## src/rtl/cpu_pkg.sv

```systemverilog
// cpu_pkg: shared encodings for the multi-cycle MIPS core.
// Opcodes/functs, ALU op and FSM state enums, error codes, decode helpers.
package cpu_pkg;
  localparam logic [5:0] OP_R     = 6'h00;
  localparam logic [5:0] OP_J     = 6'h02;
  localparam logic [5:0] OP_JAL   = 6'h03;
  localparam logic [5:0] OP_BEQ   = 6'h04;
  localparam logic [5:0] OP_BNE   = 6'h05;
  localparam logic [5:0] OP_ADDI  = 6'h08;
  localparam logic [5:0] OP_ADDIU = 6'h09;
  localparam logic [5:0] OP_SLTI  = 6'h0A;
  localparam logic [5:0] OP_ANDI  = 6'h0C;
  localparam logic [5:0] OP_ORI   = 6'h0D;
  localparam logic [5:0] OP_XORI  = 6'h0E;
  localparam logic [5:0] OP_LUI   = 6'h0F;
  localparam logic [5:0] OP_LW    = 6'h23;
  localparam logic [5:0] OP_SW    = 6'h2B;

  localparam logic [5:0] F_SLL  = 6'h00;
  localparam logic [5:0] F_SRL  = 6'h02;
  localparam logic [5:0] F_SRA  = 6'h03;
  localparam logic [5:0] F_JR   = 6'h08;
  localparam logic [5:0] F_ADD  = 6'h20;
  localparam logic [5:0] F_ADDU = 6'h21;
  localparam logic [5:0] F_SUB  = 6'h22;
  localparam logic [5:0] F_SUBU = 6'h23;
  localparam logic [5:0] F_AND  = 6'h24;
  localparam logic [5:0] F_OR   = 6'h25;
  localparam logic [5:0] F_XOR  = 6'h26;
  localparam logic [5:0] F_NOR  = 6'h27;
  localparam logic [5:0] F_SLT  = 6'h2A;
  localparam logic [5:0] F_SLTU = 6'h2B;

  localparam logic [31:0] BRK_INST = 32'h0000_000D;

  typedef enum logic [1:0] {
    ERR_NONE, ERR_BRK, ERR_ILL, ERR_BUS
  } err_e;

  typedef enum logic [3:0] {
    ALU_ADD, ALU_SUB, ALU_AND, ALU_OR,
    ALU_XOR, ALU_NOR, ALU_SLT, ALU_SLTU,
    ALU_SLL, ALU_SRL, ALU_SRA, ALU_LUI
  } alu_op_e;

  typedef enum logic [2:0] {
    S_FETCH, S_DECODE, S_EXEC,
    S_MEM, S_WB, S_HALT
  } state_e;

  function automatic alu_op_e alu_sel(
    input logic [31:0] ir
  );
    alu_sel = ALU_ADD;
    if (ir[31:26] == OP_R) begin
      case (ir[5:0])
        F_SUB, F_SUBU: alu_sel = ALU_SUB;
        F_AND:  alu_sel = ALU_AND;
        F_OR:   alu_sel = ALU_OR;
        F_XOR:  alu_sel = ALU_XOR;
        F_NOR:  alu_sel = ALU_NOR;
        F_SLT:  alu_sel = ALU_SLT;
        F_SLTU: alu_sel = ALU_SLTU;
        F_SLL:  alu_sel = ALU_SLL;
        F_SRL:  alu_sel = ALU_SRL;
        F_SRA:  alu_sel = ALU_SRA;
        default: alu_sel = ALU_ADD;
      endcase
    end else begin
      case (ir[31:26])
        OP_SLTI: alu_sel = ALU_SLT;
        OP_ANDI: alu_sel = ALU_AND;
        OP_ORI:  alu_sel = ALU_OR;
        OP_XORI: alu_sel = ALU_XOR;
        OP_LUI:  alu_sel = ALU_LUI;
        default: alu_sel = ALU_ADD;
      endcase
    end
  endfunction

  function automatic logic legal(
    input logic [31:0] ir
  );
    legal = 1'b0;
    case (ir[31:26])
      OP_R: begin
        case (ir[5:0])
          F_SLL, F_SRL, F_SRA, F_JR,
          F_ADD, F_ADDU, F_SUB, F_SUBU,
          F_AND, F_OR, F_XOR, F_NOR,
          F_SLT, F_SLTU: legal = 1'b1;
          default: legal = 1'b0;
        endcase
      end
      OP_J, OP_JAL, OP_BEQ, OP_BNE,
      OP_ADDI, OP_ADDIU, OP_SLTI,
      OP_ANDI, OP_ORI, OP_XORI,
      OP_LUI, OP_LW, OP_SW: legal = 1'b1;
      default: legal = 1'b0;
    endcase
  endfunction
endpackage

```

## src/rtl/mc_regfile.sv

```systemverilog
// mc_regfile: 32x32 register file, two async reads, one sync write.
// Ports: ra/rb read addr+data, we/wa/wd write port; $0 reads as zero.
module mc_regfile (
  input  logic        clk,
  input  logic [4:0]  ra_i,
  input  logic [4:0]  rb_i,
  output logic [31:0] ra_o,
  output logic [31:0] rb_o,
  input  logic        we_i,
  input  logic [4:0]  wa_i,
  input  logic [31:0] wd_i
);
  logic [31:0] rf_q [0:31];

  always_ff @(posedge clk) begin
    if (we_i && wa_i != 5'd0) begin
      rf_q[wa_i] <= wd_i;
    end
  end

  assign ra_o = (ra_i == 5'd0) ? '0 : rf_q[ra_i];
  assign rb_o = (rb_i == 5'd0) ? '0 : rf_q[rb_i];
endmodule

```

## src/rtl/multicycle_cpu.sv

```systemverilog
// multicycle_cpu: FSM-sequenced MIPS subset on one req/ready memory port.
// Ports: clk, rst_n, mem_* bus, halted/err_code status, dbg_pc/dbg_inst.
module multicycle_cpu
  import cpu_pkg::*;
#(
  parameter logic [31:0] RESET_PC     = 32'h0,
  parameter int unsigned MEM_TIMEOUT  = 0,
  parameter bit          OVF_NO_WRITE = 1'b1
) (
  input  logic        clk,
  input  logic        rst_n,
  output logic        mem_req,
  output logic        mem_we,
  output logic [31:0] mem_addr,
  output logic [31:0] mem_wdata,
  input  logic [31:0] mem_rdata,
  input  logic        mem_ready,
  output logic        halted,
  output logic [1:0]  err_code,
  output logic [31:0] dbg_pc,
  output logic [31:0] dbg_inst
);
  state_e      state_q;
  err_e        err_q;
  logic [31:0] pc_q, ir_q, a_q, b_q;
  logic [31:0] imm_q, alu_q, mdr_q, wait_q;
  logic [31:0] addr_q, wdata_q;
  logic        req_q, we_q, halt_q, ovf_q;

  logic [5:0]  op, fn;
  logic [4:0]  rs, rt, rd, sh;
  logic        is_r, is_br, is_j, is_jr;
  logic        is_mem, take, zext;
  logic        trap_op, ovf, tmo;
  logic        rf_we;
  logic [4:0]  rf_wa;
  alu_op_e     alu_op;
  logic [31:0] ra, rb, ext, opb;
  logic [31:0] sum, diff, alu_res;
  logic [31:0] br_tgt, j_tgt, npc, rf_wd;

  assign op = ir_q[31:26];
  assign fn = ir_q[5:0];
  assign rs = ir_q[25:21];
  assign rt = ir_q[20:16];
  assign rd = ir_q[15:11];
  assign sh = ir_q[10:6];

  assign is_r   = (op == OP_R);
  assign is_br  = (op == OP_BEQ) || (op == OP_BNE);
  assign is_j   = (op == OP_J) || (op == OP_JAL);
  assign is_jr  = is_r && (fn == F_JR);
  assign is_mem = (op == OP_LW) || (op == OP_SW);
  assign zext   = (op == OP_ANDI) || (op == OP_ORI)
               || (op == OP_XORI);
  assign ext    = zext ? {16'h0, ir_q[15:0]}
                       : {{16{ir_q[15]}}, ir_q[15:0]};

  assign alu_op = alu_sel(ir_q);
  assign opb    = is_r ? b_q : imm_q;
  assign sum    = a_q + opb;
  assign diff   = a_q - opb;

  // Signed overflow: operands agree (add) or differ (sub) in sign
  // and the result sign departs from A.
  assign trap_op = (is_r && (fn == F_ADD || fn == F_SUB))
                || (op == OP_ADDI);
  assign ovf = (alu_op == ALU_SUB)
    ? (a_q[31] != opb[31]) && (diff[31] != a_q[31])
    : (a_q[31] == opb[31]) && (sum[31] != a_q[31]);

  always_comb begin
    alu_res = sum;
    unique case (alu_op)
      ALU_ADD:  alu_res = sum;
      ALU_SUB:  alu_res = diff;
      ALU_AND:  alu_res = a_q & opb;
      ALU_OR:   alu_res = a_q | opb;
      ALU_XOR:  alu_res = a_q ^ opb;
      ALU_NOR:  alu_res = ~(a_q | opb);
      ALU_SLT:  alu_res = {31'h0, $signed(a_q) < $signed(opb)};
      ALU_SLTU: alu_res = {31'h0, a_q < opb};
      ALU_SLL:  alu_res = b_q << sh;
      ALU_SRL:  alu_res = b_q >> sh;
      ALU_SRA:  alu_res = $signed(b_q) >>> sh;
      ALU_LUI:  alu_res = {imm_q[15:0], 16'h0};
      default:  alu_res = sum;
    endcase
  end

  // pc_q already points past the current instruction here.
  assign take   = (op == OP_BEQ) ? (a_q == b_q) : (a_q != b_q);
  assign br_tgt = pc_q + {imm_q[29:0], 2'b00};
  assign j_tgt  = {pc_q[31:28], ir_q[25:0], 2'b00};
  assign npc    = is_jr ? a_q
                : is_j  ? j_tgt
                : take  ? br_tgt : pc_q;

  assign tmo = (MEM_TIMEOUT != 0)
            && (wait_q == MEM_TIMEOUT - 1);

  // jal links in EXEC; every other write happens in WB.
  always_comb begin
    rf_we = 1'b0;
    rf_wa = is_r ? rd : rt;
    rf_wd = (op == OP_LW) ? mdr_q : alu_q;
    if (state_q == S_EXEC && op == OP_JAL) begin
      rf_we = 1'b1;
      rf_wa = 5'd31;
      rf_wd = pc_q;
    end else if (state_q == S_WB) begin
      rf_we = !(OVF_NO_WRITE && ovf_q);
    end
  end

  mc_regfile u_rf (
    .clk  (clk),
    .ra_i (rs),
    .rb_i (rt),
    .ra_o (ra),
    .rb_o (rb),
    .we_i (rf_we),
    .wa_i (rf_wa),
    .wd_i (rf_wd)
  );

  always_ff @(posedge clk or negedge rst_n) begin
    if (!rst_n) begin
      state_q <= S_FETCH;
      err_q   <= ERR_NONE;
      pc_q    <= RESET_PC;
      ir_q    <= '0;
      a_q     <= '0;
      b_q     <= '0;
      imm_q   <= '0;
      alu_q   <= '0;
      mdr_q   <= '0;
      wait_q  <= '0;
      addr_q  <= '0;
      wdata_q <= '0;
      req_q   <= 1'b0;
      we_q    <= 1'b0;
      halt_q  <= 1'b0;
      ovf_q   <= 1'b0;
    end else begin
      unique case (state_q)
        S_FETCH: begin
          if (!req_q) begin
            // first fetch after reset raises req here
            req_q  <= 1'b1;
            we_q   <= 1'b0;
            addr_q <= {pc_q[31:2], 2'b00};
            wait_q <= '0;
          end else if (mem_ready) begin
            ir_q    <= mem_rdata;
            pc_q    <= pc_q + 32'd4;
            req_q   <= 1'b0;
            state_q <= S_DECODE;
          end else if (tmo) begin
            req_q   <= 1'b0;
            halt_q  <= 1'b1;
            err_q   <= ERR_BUS;
            state_q <= S_HALT;
          end else begin
            wait_q <= wait_q + 32'd1;
          end
        end
        S_DECODE: begin
          a_q   <= ra;
          b_q   <= rb;
          imm_q <= ext;
          if (ir_q == BRK_INST) begin
            halt_q  <= 1'b1;
            err_q   <= ERR_BRK;
            state_q <= S_HALT;
          end else if (!legal(ir_q)) begin
            halt_q  <= 1'b1;
            err_q   <= ERR_ILL;
            state_q <= S_HALT;
          end else begin
            state_q <= S_EXEC;
          end
        end
        S_EXEC: begin
          alu_q <= alu_res;
          ovf_q <= trap_op && ovf;
          unique case (1'b1)
            is_br, is_j, is_jr: begin
              pc_q    <= npc;
              req_q   <= 1'b1;
              we_q    <= 1'b0;
              addr_q  <= {npc[31:2], 2'b00};
              wait_q  <= '0;
              state_q <= S_FETCH;
            end
            is_mem: begin
              if (sum[1:0] != 2'b00) begin
                halt_q  <= 1'b1;
                err_q   <= ERR_ILL;
                state_q <= S_HALT;
              end else begin
                req_q   <= 1'b1;
                we_q    <= (op == OP_SW);
                addr_q  <= sum;
                wdata_q <= b_q;
                wait_q  <= '0;
                state_q <= S_MEM;
              end
            end
            default: state_q <= S_WB;
          endcase
        end
        S_MEM: begin
          if (mem_ready) begin
            if (we_q) begin
              // store done: next fetch starts at once
              we_q    <= 1'b0;
              addr_q  <= {pc_q[31:2], 2'b00};
              wait_q  <= '0;
              state_q <= S_FETCH;
            end else begin
              mdr_q   <= mem_rdata;
              req_q   <= 1'b0;
              state_q <= S_WB;
            end
          end else if (tmo) begin
            req_q   <= 1'b0;
            we_q    <= 1'b0;
            halt_q  <= 1'b1;
            err_q   <= ERR_BUS;
            state_q <= S_HALT;
          end else begin
            wait_q <= wait_q + 32'd1;
          end
        end
        S_WB: begin
          req_q   <= 1'b1;
          we_q    <= 1'b0;
          addr_q  <= {pc_q[31:2], 2'b00};
          wait_q  <= '0;
          state_q <= S_FETCH;
        end
        S_HALT: begin
          req_q <= 1'b0;
          we_q  <= 1'b0;
        end
        default: begin
          req_q   <= 1'b0;
          halt_q  <= 1'b1;
          state_q <= S_HALT;
        end
      endcase
    end
  end

  assign mem_req   = req_q;
  assign mem_we    = we_q;
  assign mem_addr  = addr_q;
  assign mem_wdata = wdata_q;
  assign halted    = halt_q;
  assign err_code  = err_q;
  assign dbg_pc    = pc_q;
  assign dbg_inst  = ir_q;
endmodule
```

## config.mk

```make
export PLATFORM = sky130hd
export DESIGN_NAME = multicycle_cpu
export DESIGN_NICKNAME = d
export VERILOG_FILES = /design/src/rtl/cpu_pkg.sv /design/src/rtl/mc_regfile.sv /design/src/rtl/multicycle_cpu.sv
export SDC_FILE = /design/constraint.sdc
export NUM_CORES = 2
export LEC_CHECK = 0
export ABC_AREA = 0
export BUFFER_PORTS_ARGS = -buffer_cell sky130_fd_sc_hd__buf_4
export CAP_MARGIN = 20
export CELL_PAD_IN_SITES_DETAIL_PLACEMENT = 1
export CELL_PAD_IN_SITES_GLOBAL_PLACEMENT = 1
export CORE_UTILIZATION = 30
export DETAILED_ROUTE_END_ITERATION = 10
export HOLD_SLACK_MARGIN = 0.08
export PLACE_DENSITY_LB_ADDON = 0.1
export SYNTH_ARGS = -nofsm -noshare
export SYNTH_HDL_FRONTEND = slang
export SYNTH_SLANG_ARGS = --single-unit
```

## constraint.sdc

```tcl
create_clock -name clk -period 6.3 [get_ports clk]
set_input_delay 0.315 -clock clk [delete_from_list [all_inputs] [get_ports clk]]
set_output_delay 0.315 -clock clk [all_outputs]
set_load 0.005 [all_outputs]
```

==> impl_metrics.json <==
{
  "min_period_over_period_pct": 93.1,
  "routabilityCongestion": 0.923,
  "final-seq-area_um2": 37900,
  "regToRegSetupSlack_ns": 0.43,
  "flow.area_growth_from_synthesis_pct": 16.2,
  "grt_setup_unrepaired": "false",
  "yosys_warnings": 0,
  "yosys_register_bits": 1306,
  "num_io_pins": 168,
  "row_count": 179,
  "max-cap-violations": 0,
  "power_density_nw_per_um2": 560,
  "sequential_share_of_the_synthesized_area_pct": 52.7,
  "wire_length_of_the_first_global_routing_pass_um": 441000,
  "critical_path.max_stage_delay_ns": 0.77,
  "netlist_instances": 5139,
  "die-area_um2": 241000,
  "final_setup_tns_ns": 0,
  "maxClockFrequency_mhz": 170,
  "core_region_area_um2": 238000,
  "route.detailed.drc": 0,
  "port_buffers": 167,
  "drv_slew": 0,
  "timing.critical_path.to_type": "flip-flop",
  "grt_pass1_vias": 51862,
  "post_synth_instance_area_um2": 71700,
  "postSynthAreaPerCell_um2": 14.0,
  "finalHoldViolCount": 0,
  "global_route.overflow_total": 0,
  "finalNonFillerCells": 8623,
  "dp.cells": 8294,
  "post_cts_buffers": 0,
  "synth_ff_type": "sky130_fd_sc_hd__edfxtp_1",
  "worstHoldPathType": "in -> reg",
  "numCtsBuffers": 157,
  "drt_pass1_iterations": 5,
  "fin_util_pct": 35.1,
  "tightest_slew_ns": 1.29,
  "ctsHtreeMaxLevel": 4,
  "cts-root-to-sink-buffers": 3,
  "critPathArrivalTime_ns": 6.58,
  "vias_per_cell": 5.77,
  "filler_cell_count": 24560,
  "crit_path_start_kind": "flip-flop",
  "initial_drc_count": 4566,
  "ys_types": 95,
  "result_of_the_run": "completed",
  "worst_slew_margin_rel_pct": 11.5,
  "post_dp_cell_area_um2": 77800,
  "final-setup-viol-count": 0,
  "wirelength_um": 321000,
  "multi_input_area_um2": 32200,
  "stdcell_area_um2": 83300,
  "leakagePower_nw": 28.6,
  "postRouteAntennaNets": 0,
  "initial_core_utilization_pct": 30.2,
  "die_w_um": 491,
  "setup_skew_after_layout_ns": 0.0658,
  "drive_gt1_share_pct": 27.8,
  "cts_num_sinks": 1306,
  "clk_transition_reported_paths_ns": 0.06,
  "critical_path_class": "reg -> reg",
  "num_vias": 49779,
  "synth-edff-count": 1024,
  "cp_data_required_time_ns": 7.01,
  "wire_per_inst_um": 37.2,
  "final_period_minus_worst_setup_slack_ns": 5.87,
  "tritoncts": "built",
  "dp_hpwl_um": 220000,
  "antenna_found_initial": 14,
  "critical-path-slowest-cell": "sky130_fd_sc_hd__o31ai_1",
  "worstPathMaxFanout": 19,
  "clock_latency_ns": 0.86,
  "fp.dieH_um": 491,
  "async_flop_share_pct": 21.6,
  "max-vdd-ir-drop_uv": 349,
  "cp_cell_sequence": "buf_4 > or4_4 > nor2_4 > nor2_1 > a21o_1 > fa_1 > o21bai_1 > a21oi_1 > o21ai_0 > a311oi_1 > o41ai_2 > a221oi_2 > o31ai_1 > a2111oi_0 > o32a_1",
  "clockRootBuffer": "sky130_fd_sc_hd__clkbuf_16",
  "grt.total_usage_pct": 26.4,
  "grt_start_max_net_pins": 117,
  "nets_final": 5488
}
-- final timing paths --
| path | start | endpoint | cells after the start |
|---|---|---|---|
| max in group asynchronous | rst_n | dbg_inst[9]$_DFFE_PN0P_ | 4 |
| worst min-delay path | mem_rdata[0] | dbg_inst[0]$_DFFE_PN0P_ | 4 |
| worst min register to register | b_q[17]$_DFFE_PN0N_ | b_q[17]$_DFFE_PN0N_ | 2 |
| min in group asynchronous | rst_n | alu_q[12]$_DFFE_PN0P_ | 3 |
| worst max register to register | dbg_inst[29]$_DFFE_PN0P_ | alu_q[0]$_DFFE_PN0P_ | 15 |
| worst max-delay path | dbg_inst[29]$_DFFE_PN0P_ | alu_q[0]$_DFFE_PN0P_ | 15 |
-- critical path: cells and delay by family, from the launching register on --
kind / cells / cell delay, ns
compound gates: 10 / 3.50
fa+ha+maj: 1 / 0.44
buf+inv: 1 / 0.20
flops: 1 / 0.48
simple gates: 3 / 1.07
-- cells in the final DEF, fill, tap and decap left out, types with 21 or more instances in the layout --
cell type | Yosys | routed
sky130_fd_sc_hd__nand2_1 | 489 | 488
sky130_fd_sc_hd__clkinv_2 | 0 | 27
sky130_fd_sc_hd__o21ai_2 | 1 | 31
sky130_fd_sc_hd__ha_1 | 126 | 126
sky130_fd_sc_hd__o211ai_1 | 39 | 39
sky130_fd_sc_hd__clkbuf_16 | 0 | 159
sky130_fd_sc_hd__inv_1 | 127 | 127
sky130_fd_sc_hd__dlygate4sd3_1 | 0 | 35
sky130_fd_sc_hd__nor2_4 | 0 | 34
sky130_fd_sc_hd__buf_4 | 21 | 373
sky130_fd_sc_hd__a21o_1 | 46 | 46
sky130_fd_sc_hd__a21oi_1 | 238 | 238
sky130_fd_sc_hd__nor2b_1 | 21 | 21
sky130_fd_sc_hd__a31oi_1 | 34 | 34
sky130_fd_sc_hd__nor2_1 | 302 | 266
sky130_fd_sc_hd__mux2_2 | 81 | 81
sky130_fd_sc_hd__nor3_1 | 63 | 57
sky130_fd_sc_hd__conb_1 | 1 | 32
sky130_fd_sc_hd__mux4_2 | 671 | 671
sky130_fd_sc_hd__nand4_1 | 26 | 26
sky130_fd_sc_hd__o21ai_0 | 273 | 241
sky130_fd_sc_hd__xor2_1 | 42 | 42
sky130_fd_sc_hd__dfrtp_1 | 282 | 267
sky130_fd_sc_hd__clkinv_1 | 1 | 25
sky130_fd_sc_hd__edfxtp_1 | 1024 | 1024
sky130_fd_sc_hd__xnor2_1 | 60 | 60
sky130_fd_sc_hd__clkbuf_1 | 303 | 41
sky130_fd_sc_hd__a211oi_1 | 39 | 39
sky130_fd_sc_hd__nand3_1 | 59 | 59
sky130_fd_sc_hd__nor4_1 | 25 | 25
sky130_fd_sc_hd__mux2i_1 | 177 | 176
sky130_fd_sc_hd__o22ai_1 | 64 | 64
sky130_fd_sc_hd__and3_1 | 28 | 27
sky130_fd_sc_hd__a221oi_1 | 30 | 30
-- power breakdown --
| part | internal [mW] | switching (mW) | total [mW] |
|---|---|---|---|
| logic | 8.96 | 14.8 | 23.8 |
| clock network | 5.16 | 3.99 | 9.14 |
| registers | 11.3 | 2.40 | 13.7 |
| total | 25.4 | 21.2 | 46.6 |
-- sequential cells by signal, indices dropped and copies added, names as in the netlist --
| signal | count |
|---|---|
| b_q | 32 |
| mdr_q | 32 |
| a_q | 32 |
| mem_addr | 32 |
| alu_q | 32 |
| err_code | 2 |
| dbg_inst | 32 |
| state_q | 3 |
| ovf_q | 1 |
| dbg_pc | 32 |
| u_rf.rf_q | 1024 |
| halted | 1 |
| mem_wdata | 32 |
| imm_q | 17 |
| mem_req | 1 |
| mem_we | 1 |
-- layer usage --
layer	global-route usage, %	share of wire, %	up-vias	wire length (µm)
li1	-	-	20713	-
met1	33.8	42	27097	133000
met2	44.9	50	1509	160000
met3	3.26	4.2	454	13500
met4	10.9	4.5	6	14400
met5	0	0.012	-	40
-- final cells by class --
cell class | count | area share (%)
tap | 3167 | 4.76
timing repair buffer | 436 | 4.43
clock inverter | 81 | 1.08
sequential | 1306 | 45.4
inverter | 129 | 0.581
antenna | 4 | 0.0120
clock buffer | 206 | 5.03
multi-input combinational | 3294 | 38.7
-- synth_stat cells (25+ instances only) --
| cell | instances | area, µm² |
|---|---|---|
| sky130_fd_sc_hd__o21ai_0 | 273 | 1370 |
| sky130_fd_sc_hd__nor2_1 | 302 | 1130 |
| sky130_fd_sc_hd__nor4_1 | 25 | 156 |
| sky130_fd_sc_hd__nand4_1 | 26 | 163 |
| sky130_fd_sc_hd__dfrtp_1 | 282 | 7060 |
| sky130_fd_sc_hd__ha_1 | 126 | 1580 |
| sky130_fd_sc_hd__mux2_2 | 81 | 912 |
| sky130_fd_sc_hd__inv_1 | 127 | 477 |
| sky130_fd_sc_hd__edfxtp_1 | 1024 | 30700 |
| sky130_fd_sc_hd__xor2_1 | 42 | 368 |
| sky130_fd_sc_hd__clkbuf_1 | 303 | 1140 |
| sky130_fd_sc_hd__nand3_1 | 59 | 295 |
| sky130_fd_sc_hd__mux2i_1 | 177 | 1770 |
| sky130_fd_sc_hd__o22ai_1 | 64 | 400 |
| sky130_fd_sc_hd__buf_1 | 77 | 289 |
| sky130_fd_sc_hd__a211oi_1 | 39 | 293 |
| sky130_fd_sc_hd__a21oi_1 | 238 | 1190 |
| sky130_fd_sc_hd__a21o_1 | 46 | 345 |
| sky130_fd_sc_hd__a221oi_1 | 30 | 263 |
| sky130_fd_sc_hd__xnor2_1 | 60 | 526 |
| sky130_fd_sc_hd__mux4_2 | 671 | 15100 |
| sky130_fd_sc_hd__o211ai_1 | 39 | 293 |
| sky130_fd_sc_hd__a31oi_1 | 34 | 213 |
| sky130_fd_sc_hd__nor3_1 | 63 | 315 |
| sky130_fd_sc_hd__nand2_1 | 489 | 1840 |
| sky130_fd_sc_hd__and3_1 | 28 | 175 |
| sky130_fd_sc_hd__buf_2 | 40 | 200 |
-- logic make-up after synthesis --
family / count (synthesis) / share of synthesized area (%)
other cells: 1 / 0.00523
flops: 1306 / 52.7
compound gates: 987 / 8.84
mux: 929 / 24.8
buf+inv: 570 / 3.16
fa+ha+maj: 129 / 2.28
xor+xnor: 103 / 1.27
simple gates: 1114 / 6.88
-- repair_timing --
| action | in CTS | in global routing |
|---|---|---|
| hold buffers | 36 | 0 |
| resized for setup | 0 | 0 |
| endpoints found under the hold margin | 135 | 0 |
-- through the flow --
stage / power [mW] / hold slack (ns) / worst slack [ns]
3_3_place_gp: 37.5 / 0.364 / 0.597
3_5_place_dp: 37.6 / 0.366 / 0.556
5_1_grt: 48.5 / 0.223 / 0.233
4_1_cts: 46.9 / 0.177 / 0.471
6_report: 46.6 / 0.247 / 0.432
2_1_floorplan: 26.9 / 0.0194 / 1.69
(Power assumes the default switching activity.)
